<file path="src/rtl/dual_grant_pkg.sv">
// Shared types and constants for the dual grant decoder.
package dual_grant_pkg;

  localparam int N_LINES     = 12;
  localparam int IDX_W       = 4;
  localparam int HOLD_CYCLES = 4;

  // Grant sequencing: wait for work, drive a grant, then one idle gap cycle.
  typedef enum logic [1:0] {
    IDLE  = 2'd0,
    GRANT = 2'd1,
    GAP   = 2'd2
  } state_t;

  // One transaction from the upstream priority encoder.
  typedef struct packed {
    logic [IDX_W-1:0] y1;
    logic             v1;
    logic [IDX_W-1:0] y2;
    logic             v2;
  } pair_t;

endpackage

</file>
<file path="src/rtl/dual_grant_decoder_index_decoder.sv">
// Turns one encoded index plus its valid bit into a one-hot line vector.
// Indices at or above N give no line and raise out_of_range instead.
module index_decoder #(
  parameter int N  = 12,
  parameter int IW = 4
) (
  input  logic [IW-1:0] idx,
  input  logic          valid,
  output logic [N-1:0]  onehot,
  output logic          out_of_range
);

  // One-hot decode of a valid, in-range index.
  always_comb begin
    onehot = '0;
    for (int i = 0; i < N; i++) begin
      if (valid && (32'(idx) == 32'(i))) begin
        onehot[i] = 1'b1;
      end
    end
  end

  assign out_of_range = valid && (32'(idx) >= 32'(N));

endmodule

</file>
<file path="src/rtl/dual_grant_decoder.sv">
// Decodes (y1/v1, y2/v2) index pairs into a held one-hot grant vector.
// Each non-empty pair drives grant for HOLD cycles, followed by one zero
// gap cycle. A single pending entry lets upstream queue the next pair.
//
// Handshake: a pair transfers on a rising edge where in_valid && in_ready.
// in_ready is low only while the pending entry is occupied; in_valid may be
// raised or dropped freely, nothing is held by the block until it transfers.
module dual_grant_decoder
  import dual_grant_pkg::*;
#(
  parameter int N    = N_LINES,
  parameter int IW   = IDX_W,
  parameter int HOLD = HOLD_CYCLES
) (
  input  logic          clk,
  input  logic          reset_n,
  input  logic          in_valid,
  output logic          in_ready,
  input  logic [IW-1:0] y1,
  input  logic          v1,
  input  logic [IW-1:0] y2,
  input  logic          v2,
  output logic [N-1:0]  grant,
  output logic          grant_active,
  output logic          err,
  output logic [1:0]    fsm_state
);

  localparam int            CW        = $clog2(HOLD + 1);
  localparam logic [CW-1:0] HOLD_LOAD = CW'(HOLD - 1);

  state_t         state_q;
  state_t         state_d;
  logic [CW-1:0]  hold_q;
  logic [N-1:0]   grant_reg;
  logic           pend_full;
  logic [N-1:0]   pend_vec;
  logic           err_q;

  logic [N-1:0]   onehot1;
  logic [N-1:0]   onehot2;
  logic           oor1;
  logic           oor2;
  logic [N-1:0]   dec_vec;
  logic           nonempty;
  logic           accept;
  logic           load_pend;
  logic           load_in;
  logic           write_pend;

  index_decoder #(.N(N), .IW(IW)) u_dec1 (
    .idx          (y1),
    .valid        (v1),
    .onehot       (onehot1),
    .out_of_range (oor1)
  );

  index_decoder #(.N(N), .IW(IW)) u_dec2 (
    .idx          (y2),
    .valid        (v2),
    .onehot       (onehot2),
    .out_of_range (oor2)
  );

  // Duplicate indices collapse naturally in the OR.
  assign dec_vec  = onehot1 | onehot2;
  assign nonempty = |dec_vec;
  assign in_ready = !pend_full;
  assign accept   = in_valid && in_ready;

  // The pending entry always wins over a fresh pair when the FSM can load.
  assign load_pend  = pend_full && ((state_q == IDLE) || (state_q == GAP));
  assign load_in    = accept && nonempty && (state_q == IDLE) && !pend_full;
  // Empty pairs are consumed without touching the pending entry.
  assign write_pend = accept && nonempty && (state_q != IDLE);

  // State register.
  always_ff @(posedge clk or negedge reset_n) begin
    if (!reset_n) begin
      state_q <= IDLE;
    end else begin
      state_q <= state_d;
    end
  end

  // Next-state selection.
  always_comb begin
    state_d = state_q;
    case (state_q)
      IDLE:    if (load_pend || load_in) state_d = GRANT;
      GRANT:   if (hold_q == '0) state_d = GAP;
      GAP:     state_d = pend_full ? GRANT : IDLE;
      default: state_d = IDLE;
    endcase
  end

  // Hold counter, grant/pending registers and the error pulse flop.
  always_ff @(posedge clk or negedge reset_n) begin
    if (!reset_n) begin
      hold_q    <= '0;
      grant_reg <= '0;
      pend_full <= 1'b0;
      pend_vec  <= '0;
      err_q     <= 1'b0;
    end else begin
      err_q <= accept && (oor1 || oor2);

      if (load_pend) begin
        grant_reg <= pend_vec;
      end else if (load_in) begin
        grant_reg <= dec_vec;
      end

      if (load_pend || load_in) begin
        hold_q <= HOLD_LOAD;
      end else if ((state_q == GRANT) && (hold_q != '0)) begin
        hold_q <= hold_q - CW'(1);
      end

      if (write_pend) begin
        pend_full <= 1'b1;
        pend_vec  <= dec_vec;
      end else if (load_pend) begin
        pend_full <= 1'b0;
      end
    end
  end

  // Outputs derived from registered state only.
  always_comb begin
    grant        = '0;
    grant_active = 1'b0;
    if (state_q == GRANT) begin
      grant        = grant_reg;
      grant_active = 1'b1;
    end
  end

  assign err       = err_q;
  assign fsm_state = state_q;

endmodule

</file>
<file path="config.mk">
export PLATFORM = sky130hd
export DESIGN_NAME = dual_grant_decoder
export DESIGN_NICKNAME = d
export VERILOG_FILES = /design/src/rtl/dual_grant_pkg.sv /design/src/rtl/dual_grant_decoder_index_decoder.sv /design/src/rtl/dual_grant_decoder.sv
export SDC_FILE = /design/constraint.sdc
export NUM_CORES = 1
export LEC_CHECK = 0
export CORE_MARGIN = 1.5
export CORE_UTILIZATION = 25
export DETAILED_ROUTE_END_ITERATION = 8
export REMOVE_ABC_BUFFERS = 1
export SKIP_LAST_GASP = 1
export SYNTH_ARGS = -nofsm -noshare
export SYNTH_HDL_FRONTEND = slang
export SYNTH_SLANG_ARGS = --single-unit
</file>
<file path="constraint.sdc">
create_clock -name clk -period 1.9 [get_ports clk]
set_input_delay 0.475 -clock clk [delete_from_list [all_inputs] [get_ports clk]]
set_output_delay 0.475 -clock clk [all_outputs]
set_load 0.01 [all_outputs]
</file>
# Word level (Yosys, flattened, before mapping)
# Cells that the tools add are included.
# totals
regBits	31
output_inout_bits	17
wordCells	121
in_bits	13
# op_classes
mux	36
n_addsub	1
reduce_logical	49
n_bitwise	1
eq_ne	26
n_lt_le_gt_ge	2
# ops
op	count
12-bit 2-to-1 mux	3
1-bit logical AND	34
4-bit by 3-bit == test with 1-bit output (second input constant)	8
4-bit == test (second input constant)	8
1-bit 2-to-1 mux	28
4-bit by 2-bit == test with 1-bit output (second input constant)	4
12-bit bitwise OR	1
12-bit OR reduction	1
4-bit by 1-bit == test with 1-bit output (second input constant)	2
4-bit greater-or-equal comparator (second input constant)	2
4-bit zero test	2
2-bit nonzero test	4
3-bit 2-to-1 mux	2
2-bit case mux with 3 select lines	1
2-bit 2-to-1 mux	2
3-bit zero test	1
1-bit logical OR	3
3-bit nonzero test	1
3-bit by 1-bit subtractor with 3-bit output (second input constant)	1
2-bit by 1-bit == test with 1-bit output (second input constant)	1
2-bit == test (second input constant)	1
2-bit zero test	1
2-bit by 1-bit != test with 1-bit output (second input constant)	1
2-bit != test (second input constant)	1
other kinds (2)	2

# Logic depth before layout (Yosys ltp)
# depth
word_depth	11
mapped_depth	6
depth_no_buf	6

# Cells and area by module
# From an unflattened synthesis, not the netlist that was laid out.
# hier_totals
hier_cells	181
area_unflattened_um2	1866.8
# by_module_without_submodules
mod	cells_per_inst	n_inst	seq_area_each_um2	area_each_um2
dual_grant_decoder	143	1	775.7	1661.6
index_decoder	19	2	0.0	102.6

# Worst setup path before layout
# No wires, ideal clock.
# synth_path
path_kind	register to output
startpoint	register state_q[1], in the netlist fsm_state[1]
endpoint	output port grant[10]
path_stages_with_launch	4
t_required_ns	1.425
slack_ns	0.240
t_arrival_ns	1.185
path_buffers	1
cell_sequence	dfrtp_1 and2b_1 clkbuf_1 and2_1
# synth_via
elab_chain_cells	2
# synth_rtl
item	line_no	source
from (decl)	dual_grant_decoder.sv:32	state_t state_q;
from (signal assigned)	dual_grant_decoder.sv:82	state_q <= state_d;
2-bit by 1-bit == test with 1-bit output	dual_grant_decoder.sv:133	if (state_q == GRANT) begin
12-bit 2-to-1 mux	dual_grant_decoder.sv:133	
to (decl)	dual_grant_decoder.sv:23	output logic [N-1:0] grant,
# Every way passes these cells.

# Final worst setup path
# layout_path
startpoint	register state_q[0], in the netlist fsm_state[0]
endpoint	output port grant[0]
# Same word-level chain as after synthesis.

==> results.md <==
* Initial antenna violation count at 0
* First-pass GRT wire length at 6596 um
* Synthesis-to-finish area growth at 37.50%
* Synth Area in Simple Gates at 0.2204
* DR pass1 iterations at 4
* Syn Std Cell Area at 0.001561 mm2
* Number of flops mapped to enable cells by yosys at 0
* Synth Flop Type: dfrtp_1
* Final Cycle Share at 0.9862
* Largest family of logic cells by synthesized area: compound AO/OA/AOI/OAI gates
* Fraction of layout cells with a size suffix above 1 at 0.2153
* Die width at 82.03 um
* Die Height at 82.03 um
* Final hold vios at 0
* Synth warn at 0
* Cell internal pwr at 1.902 mW
* Leakage at 0.9964 nW
* Synth cell types at 28
* Gate power share at 0.415
* WP data required at 1.42 ns
* Max cap viols at 0
* Fillers at 623
* Placed insts at 275
* # DRC at 0
* Diode count at 0
* Core Box Area at 0.005991 mm2
* Compound-cell area share of the yosys netlist at 0.2316
* Drt total wl at 3914 um
* Mapped Cells at 157
* Clk slew on worst S/H paths at ~0.070 ns
* Outcome: complete, no violations
* Placement Cell Area at 0.002064 mm2
* Asr flop ratio synth at 1.000
* Total Routing Usage GR at 0.1334
* TritonCTS clock tree: yes
* Clk network pwr share at 0.234
* CP Class: flop to output port
* Slew of the pin with the lowest slew margin at 0.4905 ns
* Deepest clock path buffer count at 2
* DRT antenna net count at 0
* Post-synthesis adder-cell area fraction at 0.01603
* Max-slew violation count at 0
* Worst EP arrival at 1.40 ns
* NetSw at 0.9806 mW
* Avg Vias per Cell at 4.785
* Mux contribution to synthesized area at 0
* Number of global-route vias before repair at 1,380
* Max VDD drop at 452.6 uV
* Boundary pin count at 30
* Clk Tree Root Cell: clkbuf_8
* Slew headroom at 0.6695
* GP Congestion at 0.8492
* Clk sinks at 31
* Worst Skew at approximately 0.0047 ns
* CTS Buf Count at 5
* Std-Cell Rows at 28
* Vias at roughly 1,400
* Fin area at 0.002147 mm2
* Initial Util at 0.2607
* Pwr dens at between 1000 and 1500 mW/mm2
* Crit path max fanout at 12
* Worst slack at placement at -0.2283 ns
* Syn Area/Cell at 9.946 um2
* # setup viols final at 0
* XOR/XNOR Fraction of Synth Area at 0.005609
* Pin count of the biggest net entering global routing at 32
* Wirelength per Cell at 13.78 um
* Max H-tree Level at 2
* Port bufs at 29
* Sw Share at 0.3402
* Critical path launch point type: flop
* Die Area at 0.006729 mm2
* Clock latency on the worst-skew pair at a little under 0.3 ns
* Tot Pwr at 2.883 mW
* Nets at 223
* RSZ-0062 raised after global routing: yes
* Commonest non-fill, non-tap cells in the layout: dfrtp_1 (31), buf_4 (20), nand2_1 (18)
* Seq/Total Area, Yosys at 0.4968
* Final min period at 1.874 ns
* CP Capture Type: output port
* HP Class: flop to flop
* Gr ovfl total at 0
* Hpwl dp at 2931 um
* Yosys reg bits at 31
* Final worst slack at 0.02622 ns
* Commonest non-fill, non-tap cell in the layout: dfrtp_1
* Post-Layout Cell Count at 284
* Sequential share of power at 0.351
* FMAX at 0.5337 GHz
* DRT iter0 DRCs at 130
## routing by layer
layer | track usage | part of all wire | vias up
met4 | 0.05763 | 0.018 | 0
met5 | 0 | 0 | -
met3 | 0.03889 | 0.058 | 6
met1 | 0.1782 | 0.48 | 648
met2 | 0.1992 | 0.44 | 39
li1 | - | - | 666
## area by class of cell
cell class,instances,area [um2],share of cell area
repair buffers,50,400.4,0.1865
multi-input cells,116,744.5,0.3467
flip-flops and latches,31,775.7,0.3613
well taps,75,93.84,0.04371
clock buffers,6,82.58,0.03846
inverters,4,15.01,0.006993
clock inverters,2,35.03,0.01632
## final timing paths
check                           cells after the start  slack, ns                startpoint                  endpoint
worst max-delay path                                4       0.03  fsm_state[0]$_DFFE_PN0P_                  grant[0]
worst min-delay path                                2       0.48   pend_vec[1]$_DFFE_PN0P_   pend_vec[1]$_DFFE_PN0P_
worst max register to register                      6       0.33  fsm_state[0]$_DFFE_PN0P_  grant_reg[3]$_DFFE_PN0P_
worst min register to register                      2       0.48   pend_vec[1]$_DFFE_PN0P_   pend_vec[1]$_DFFE_PN0P_
max in group asynchronous                           2       1.02                   reset_n  pend_vec[11]$_DFFE_PN0P_
min in group asynchronous                           2       0.58                   reset_n  grant_reg[2]$_DFFE_PN0P_
## power groups by stage
stage / Clock (mW) / Combinational, mW / Sequential [mW]
after global placement: 0 / 1.23 / 1.02
after detailed placement: 0 / 1.26 / 1.02
after global routing: 0.723 / 1.34 / 1.05
after floorplan: 0 / 0.622 / 1.01
after CTS: 0.692 / 1.25 / 1.01
final: 0.674 / 1.20 / 1.01
## synth_stat cells, types with 2 or more instances
cell type	number	share of area
a22oi_1	12	0.058
and2b_1	4	0.019
nand3_1	2	0.0064
dfrtp_1	31	0.50
clkbuf_1	4	0.0096
nor3b_1	3	0.014
ha_1	2	0.016
and3_1	2	0.0080
o21ai_0	14	0.045
nor2b_1	2	0.0080
inv_1	4	0.0096
a21oi_1	2	0.0064
and3b_1	4	0.022
a221o_1	12	0.077
and2_1	12	0.048
a21boi_1	2	0.0096
nand2_1	18	0.043
nor2_1	17	0.041
## through the flow
stage / utilization / hold WS (ns) / setup TNS [ns]
after floorplan: - / 0.1794 / 0
after CTS: 0.3651 / 0.4873 / -0.03531
after detailed placement: 0.3446 / 0.4694 / -3.609
after global placement: 0.3446 / 0.4641 / -3.595
after global routing: 0.3584 / 0.5093 / -0.03176
final: 0.3584 / 0.4828 / 0
## worst max-delay path, cell delays in order (launching register included)
cell	delay [ns]
dfrtp_1	0.38
and2b_2	0.22
buf_6	0.14
and2_1	0.15
clkdlybuf4s15_1	0.23
## cell families (layout without fill, tap and decap cells)
family | Yosys count | count (layout)
AOI/OAI and AO/OA | 47 | 47
xor gates and xnor gates | 1 | 1
adders and majority gates | 2 | 2
buffers and inverters | 10 | 62
DFF | 31 | 31
and+or+nand+nor | 66 | 66
## repair_timing
| action | 4_1_cts | 5_1_grt |
|---|---|---|
| endpoints found under the setup margin | 13 | 24 |
| hold buffers | 0 | 0 |
| buffers inserted | 1 | 0 |
| gates resized for setup | 28 | 14 |
(Power assumes the default switching activity.)
